===== config.mk =====
export PLATFORM = sky130hd
export DESIGN_NAME = risc16_seq_flat
export DESIGN_NICKNAME = d
export VERILOG_FILES = /design/src/rtl/risc16_seq_if.sv /design/src/rtl/risc16_seq.sv /design/src/flat_wrapper.sv
export SDC_FILE = /design/constraint.sdc
export NUM_CORES = 1
export LEC_CHECK = 0
export ABC_CLOCK_PERIOD_IN_PS = 6600
export BUFFER_PORTS_ARGS = -buffer_cell sky130_fd_sc_hd__buf_2
export CAP_MARGIN = 10
export CELL_PAD_IN_SITES_DETAIL_PLACEMENT = 1
export CELL_PAD_IN_SITES_GLOBAL_PLACEMENT = 2
export CORE_ASPECT_RATIO = 1.75
export CORE_MARGIN = 5
export CORE_UTILIZATION = 30
export CTS_CLUSTER_SIZE = 14
export DETAILED_ROUTE_END_ITERATION = 8
export PLACE_DENSITY_LB_ADDON = 0.3
export SYNTH_ARGS = -nofsm -noshare
export SYNTH_HDL_FRONTEND = slang
export SYNTH_SLANG_ARGS = --single-unit

===== constraint.sdc =====
create_clock -name clk -period 6.6 [get_ports clk]
set_clock_uncertainty 0.2 [all_clocks]
set_input_delay 0.66 -clock clk [delete_from_list [all_inputs] [get_ports clk]]
set_output_delay 0.66 -clock clk [all_outputs]
set_load 0.01 [all_outputs]

===== src/rtl/risc16_seq_if.sv =====
// Bundle of the memory handshakes and datapath control signals around the
// RiSC-16 control sequencer.
//   master : sequencer side (drives requests, ir, PC/RF controls, status)
//   slave  : environment side (memories, datapath, run control)
interface risc16_seq_if;
  logic        run;
  logic        imem_req;
  logic        imem_ack;
  logic [15:0] imem_rdata;
  logic        dmem_req;
  logic        dmem_we;
  logic        dmem_ack;
  logic        eq;
  logic [15:0] ir;
  logic        pc_en;
  logic [1:0]  pc_sel;
  logic        rf_we;
  logic [1:0]  wb_sel;
  logic        halted;
  logic        err;

  modport master (
    input  run, imem_ack, imem_rdata, dmem_ack, eq,
    output imem_req, dmem_req, dmem_we, ir, pc_en, pc_sel, rf_we, wb_sel,
           halted, err
  );

  modport slave (
    output run, imem_ack, imem_rdata, dmem_ack, eq,
    input  imem_req, dmem_req, dmem_we, ir, pc_en, pc_sel, rf_we, wb_sel,
           halted, err
  );
endinterface


===== src/rtl/risc16_seq.sv =====
// Multi-cycle control sequencer for the RiSC-16 core: fetch, decode, execute,
// memory and write-back, plus PC enable/select, RF and data-memory strobes
// and a memory-request watchdog.
//   clk : system clock
//   rst : synchronous active-high reset
//   bus : risc16_seq_if.master (run, imem/dmem handshakes, eq, ir,
//         pc_en/pc_sel, rf_we/wb_sel, halted, err)
module risc16_seq #(
  parameter int unsigned TIMEOUT = 255
) (
  input  logic             clk,
  input  logic             rst,
  risc16_seq_if.master     bus
);

  localparam int unsigned CNT_W = 16;
  localparam int unsigned IW    = 16;

  typedef enum logic [2:0] {
    S_IDLE, S_FETCH, S_DECODE, S_EXEC, S_MEM, S_WB, S_HALT, S_ERR
  } state_e;

  localparam logic [2:0] OP_SW   = 3'b100;
  localparam logic [2:0] OP_LW   = 3'b101;
  localparam logic [2:0] OP_BEQ  = 3'b110;
  localparam logic [2:0] OP_JALR = 3'b111;

  state_e            state_q, state_d;
  logic [IW-1:0]     ir_q, ir_d;
  logic [CNT_W-1:0]  cnt_q, cnt_d;

  logic [2:0] opcode;
  logic       wdog_hit;
  logic       imem_req_c, dmem_req_c, dmem_we_c, pc_en_c, rf_we_c;
  logic       halted_c, err_c;
  logic [1:0] pc_sel_c, wb_sel_c;

  assign opcode   = ir_q[15:13];
  // True on the pending cycle that would bring the counter up to TIMEOUT.
  assign wdog_hit = (32'(cnt_q) + 32'd1) >= TIMEOUT;

  // State, instruction and watchdog registers.
  always_ff @(posedge clk) begin
    if (rst) begin
      state_q <= S_IDLE;
      ir_q    <= '0;
      cnt_q   <= '0;
    end else begin
      state_q <= state_d;
      ir_q    <= ir_d;
      cnt_q   <= cnt_d;
    end
  end

  // Next-state and strobe decode; the watchdog is cleared in every cycle
  // that is not an unacknowledged request, so it starts at 0 on entry.
  always_comb begin
    state_d    = state_q;
    ir_d       = ir_q;
    cnt_d      = '0;
    imem_req_c = 1'b0;
    dmem_req_c = 1'b0;
    dmem_we_c  = 1'b0;
    pc_en_c    = 1'b0;
    pc_sel_c   = 2'b00;
    rf_we_c    = 1'b0;
    wb_sel_c   = 2'b00;
    halted_c   = 1'b0;
    err_c      = 1'b0;

    case (state_q)
      S_IDLE: begin
        if (bus.run) state_d = S_FETCH;
      end
      S_FETCH: begin
        imem_req_c = 1'b1;
        if (bus.imem_ack) begin
          ir_d    = bus.imem_rdata;
          state_d = S_DECODE;
        end else if (wdog_hit) begin
          state_d = S_ERR;
        end else begin
          cnt_d = cnt_q + CNT_W'(1);
        end
      end
      S_DECODE: state_d = S_EXEC;
      S_EXEC: begin
        case (opcode)
          OP_SW, OP_LW: state_d = S_MEM;
          OP_BEQ: begin
            pc_en_c  = 1'b1;
            pc_sel_c = bus.eq ? 2'b01 : 2'b00;
            state_d  = S_FETCH;
          end
          // jalr with a non-zero immediate field encodes halt.
          OP_JALR: state_d = (ir_q[6:0] == 7'd0) ? S_WB : S_HALT;
          default: state_d = S_WB;
        endcase
      end
      S_MEM: begin
        dmem_req_c = 1'b1;
        dmem_we_c  = (opcode == OP_SW);
        if (bus.dmem_ack) begin
          state_d = S_WB;
        end else if (wdog_hit) begin
          state_d = S_ERR;
        end else begin
          cnt_d = cnt_q + CNT_W'(1);
        end
      end
      S_WB: begin
        pc_en_c = 1'b1;
        state_d = S_FETCH;
        case (opcode)
          OP_SW: rf_we_c = 1'b0;
          OP_LW: begin
            rf_we_c  = 1'b1;
            wb_sel_c = 2'b01;
          end
          OP_JALR: begin
            rf_we_c  = 1'b1;
            wb_sel_c = 2'b10;
            pc_sel_c = 2'b10;
          end
          default: rf_we_c = 1'b1;
        endcase
      end
      S_HALT: begin
        halted_c = 1'b1;
        if (bus.run) begin
          pc_en_c = 1'b1;
          state_d = S_FETCH;
        end
      end
      S_ERR: err_c = 1'b1;
      default: state_d = S_IDLE;
    endcase
  end

  assign bus.ir       = ir_q;
  assign bus.imem_req = imem_req_c;
  assign bus.dmem_req = dmem_req_c;
  assign bus.dmem_we  = dmem_we_c;
  assign bus.pc_en    = pc_en_c;
  assign bus.pc_sel   = pc_sel_c;
  assign bus.rf_we    = rf_we_c;
  assign bus.wb_sel   = wb_sel_c;
  assign bus.halted   = halted_c;
  assign bus.err      = err_c;

endmodule


===== src/flat_wrapper.sv =====
// flat-port wrapper written by rule: the top's interface ports become plain ports
module risc16_seq_flat 
#(
  parameter int unsigned TIMEOUT = 255
)
  (clk, rst, bus_run, bus_imem_ack, bus_imem_rdata, bus_dmem_ack, bus_eq, bus_imem_req, bus_dmem_req, bus_dmem_we, bus_ir, bus_pc_en, bus_pc_sel, bus_rf_we, bus_wb_sel, bus_halted, bus_err);
  risc16_seq_if bus_i ();
  input  logic clk;
  input  logic rst;
  input wire logic [$bits(bus_i.run)-1:0] bus_run;
  input wire logic [$bits(bus_i.imem_ack)-1:0] bus_imem_ack;
  input wire logic [$bits(bus_i.imem_rdata)-1:0] bus_imem_rdata;
  input wire logic [$bits(bus_i.dmem_ack)-1:0] bus_dmem_ack;
  input wire logic [$bits(bus_i.eq)-1:0] bus_eq;
  output wire logic [$bits(bus_i.imem_req)-1:0] bus_imem_req;
  output wire logic [$bits(bus_i.dmem_req)-1:0] bus_dmem_req;
  output wire logic [$bits(bus_i.dmem_we)-1:0] bus_dmem_we;
  output wire logic [$bits(bus_i.ir)-1:0] bus_ir;
  output wire logic [$bits(bus_i.pc_en)-1:0] bus_pc_en;
  output wire logic [$bits(bus_i.pc_sel)-1:0] bus_pc_sel;
  output wire logic [$bits(bus_i.rf_we)-1:0] bus_rf_we;
  output wire logic [$bits(bus_i.wb_sel)-1:0] bus_wb_sel;
  output wire logic [$bits(bus_i.halted)-1:0] bus_halted;
  output wire logic [$bits(bus_i.err)-1:0] bus_err;
  assign bus_i.run = bus_run;
  assign bus_i.imem_ack = bus_imem_ack;
  assign bus_i.imem_rdata = bus_imem_rdata;
  assign bus_i.dmem_ack = bus_dmem_ack;
  assign bus_i.eq = bus_eq;
  assign bus_imem_req = bus_i.imem_req;
  assign bus_dmem_req = bus_i.dmem_req;
  assign bus_dmem_we = bus_i.dmem_we;
  assign bus_ir = bus_i.ir;
  assign bus_pc_en = bus_i.pc_en;
  assign bus_pc_sel = bus_i.pc_sel;
  assign bus_rf_we = bus_i.rf_we;
  assign bus_wb_sel = bus_i.wb_sel;
  assign bus_halted = bus_i.halted;
  assign bus_err = bus_i.err;
  risc16_seq #(.TIMEOUT(TIMEOUT)) u_core (.clk(clk), .rst(rst), .bus(bus_i));
endmodule

==> flow_metrics.tcl <==
set metrics [dict create \
    cts_resized 0 \
    cts_buffers 5 \
    cap_violations 0 \
    die_w_um 65.83 \
    row_count 35 \
    cts_tree "done" \
    synth_cell_type_count 44 \
    final_cell_mix "nand2_1 (48), buf_2 (48), dfxtp_1 (35)" \
    clk_latency_ns 0.29 \
    vdd_ir_drop_max_v 0.0001536 \
    avgSynthCellArea_sq_um 8.102 \
    antenna_cells 0 \
    die_h_um 107.7 \
    drive_gt1_share_pct 27.24 \
    initial_core_util_pct 30.89 \
    antenna_found_initial 0 \
    worst_setup_path_end_kind "primary output" \
    fin_crit_sh_pct 38.43 \
    power_density_nw_per_um2 310.7 \
    fin_hold_ws_ns 0.2578 \
    synthArstFlopShare_pct 0 \
    drc 0 \
    cp.required_ns 5.74 \
    grt_pass1_vias 1563 \
    drt_iter0_drc 54 \
    grt_max_degree 23 \
    setup_viol 0 \
    num_io_pins 49 \
    num_vias 1555 \
    gp_congestion 0.7511 \
    hp-class "reg -> reg" \
    status "completed" \
    port_buffers 48 \
    worstPathCellList "inv_1 -> nor3_1 -> buf_2" \
    dpl.hpwl_mm 3.564 \
    drt_wl_total_mm 4.524 \
    path_delay_family "flip-flops" \
    grt_pass1_wl_mm 7.514 \
    yosys_warnings 0 \
    fp.coreArea_sq_um 5299 \
    dieArea_sq_um 7090 \
    ys_seq_area_share_pct 42.81 \
    critPathBufInv 2 \
    grt-ovfl-total 0 \
    routed_via_density 4.698 \
    critPathArrivalTime_ns 1.68 \
    h-tree-depth 2 \
    clk_pin_slew_ns 0.08 \
    hold_violations 0 \
    post_cts_buffers 0 \
    fmax_mhz 394.3 \
    cts_hold_buf 0 \
    finish.net_count 280 \
    min_period_ns 2.536 \
    slew_headroom_pct 60.39 \
    crit_path_max_incr_delay_ns 0.54 \
    ant_nets 0 \
    clockRootBuffer "clkbuf_8" \
    worst_slew_pin_slew_ns 0.5941 \
    synthesis.area_sq_um 1637 \
    cts.sinks 35 \
    path_class "reg -> out" \
    wl_per_cell_um 13.67 \
    syn_inst 202 \
    p_leak_uw 0.0008572 \
    drt-pass1-iter-count 4 \
    area_growth_pct 26.91 \
    finalSetupTns_ns 0 \
    ys_ff_latch 35 \
    cp_max_fo 11 \
    synth_edf_count 0 \
    finalMaxSlewViolations 0 \
    synth_ff_type "dfxtp_1" \
    groute.usage.overall_pct 13.83 \
    crit_path_start_kind "flop" \
    clockBufferDepth 2 \
    slowest_stage "dfxtp_1" \
    rsz0062_at_grt "no" \
]
-- flip-flops by register name (all words and copies together) (netlist names) --
register and count:
u_core.cnt_q 16, u_core.state_q 3, u_core.bus.ir 16
-- worst paths after layout --
path / startpoint / cells after the start / slack (ns) / end
setup / recovery: u_core.state_q[0] / 3 / 4.06 / bus_imem_req
hold reg to reg: u_core.bus.ir[8] / 2 / 0.26 / u_core.bus.ir[8]
hold / removal: u_core.bus.ir[8] / 2 / 0.26 / u_core.bus.ir[8]
setup reg to reg: u_core.cnt_q[0] / 7 / 4.20 / u_core.state_q[0]
-- final cells by class --
cell class | instances | area (sq um)
Clock buffer | 5 | 68.82
Clock inverter | 3 | 43.79
Fill cell | 682 | 3222
Inverter | 5 | 18.77
Multi-Input combinational cell | 161 | 912.1
Sequential cell | 35 | 700.7
Tap cell | 74 | 92.59
Timing Repair Buffer | 48 | 240.2
-- through the flow --
stage / util (%) / setup WS [ns] / cells / cell area (sq um) / total power [uW]
floorplan: - / 4.501 / 209 / 1663 / 400.8
global route: 39.20 / 3.932 / 331 / 2077 / 693.4
detailed placement: 37.07 / 4.212 / 323 / 1964 / 464.8
finish: 39.20 / 4.064 / 331 / 2077 / 645.3
global placement: 37.07 / 4.315 / 323 / 1964 / 462.8
CTS: 39.20 / 4.058 / 331 / 2077 / 658.0
-- logic make-up after synthesis --
logic type / Yosys count / share of synthesized area (%)
and+or+nand+nor: 104 / 31.50
AOI/OAI and AO/OA: 39 / 16.52
muxes: 1 / 0.6116
adders and majority gates: 2 / 1.529
DFF: 35 / 42.81
xor gates and xnor gates: 7 / 3.746
other: 1 / 0.2291
buffers and inverters: 13 / 3.058
-- metal layers --
layer	global-route usage (%)	wire length, um	vias to the layer above
li1	-	-	790
met1	13.44	1703	722
met2	26.85	2528	35
met3	2.926	198	8
met4	5.786	95	0
met5	0	0	-
-- Yosys cell counts (2+ instances only) --
library cell	instances	area share (%)
nor3_1	3	0.92
clkbuf_1	6	1.4
nand4_1	2	0.76
or4_1	2	0.92
inv_1	5	1.1
a31oi_1	4	1.5
or3_1	2	0.76
ha_1	2	1.5
a21oi_1	22	6.7
dfxtp_1	35	43
xnor2_1	6	3.2
nor4_1	2	0.76
nor2_2	5	1.9
nand2_1	48	11
nand2b_1	4	1.5
nand3_1	6	1.8
nor2_1	21	4.8
-- worst register-to-register path: cells and delay by family, from the launching register on --
family,cells,cell delay [ns]
AOI/OAI and AO/OA,2,0.45
adders and majority gates,1,0.23
DFF,1,0.40
muxes,1,0.13
and+or+nand+nor,3,0.89
-- report_power, final --
| part | switching [uW] | internal [uW] | total, uW |
|---|---|---|---|
| clock | 76.7 | 112 | 189 |
| sequential | 43.2 | 239 | 282 |
| combinational | 104 | 69.9 | 174 |
No activity file was read; power rests on OpenSTA's default activity.
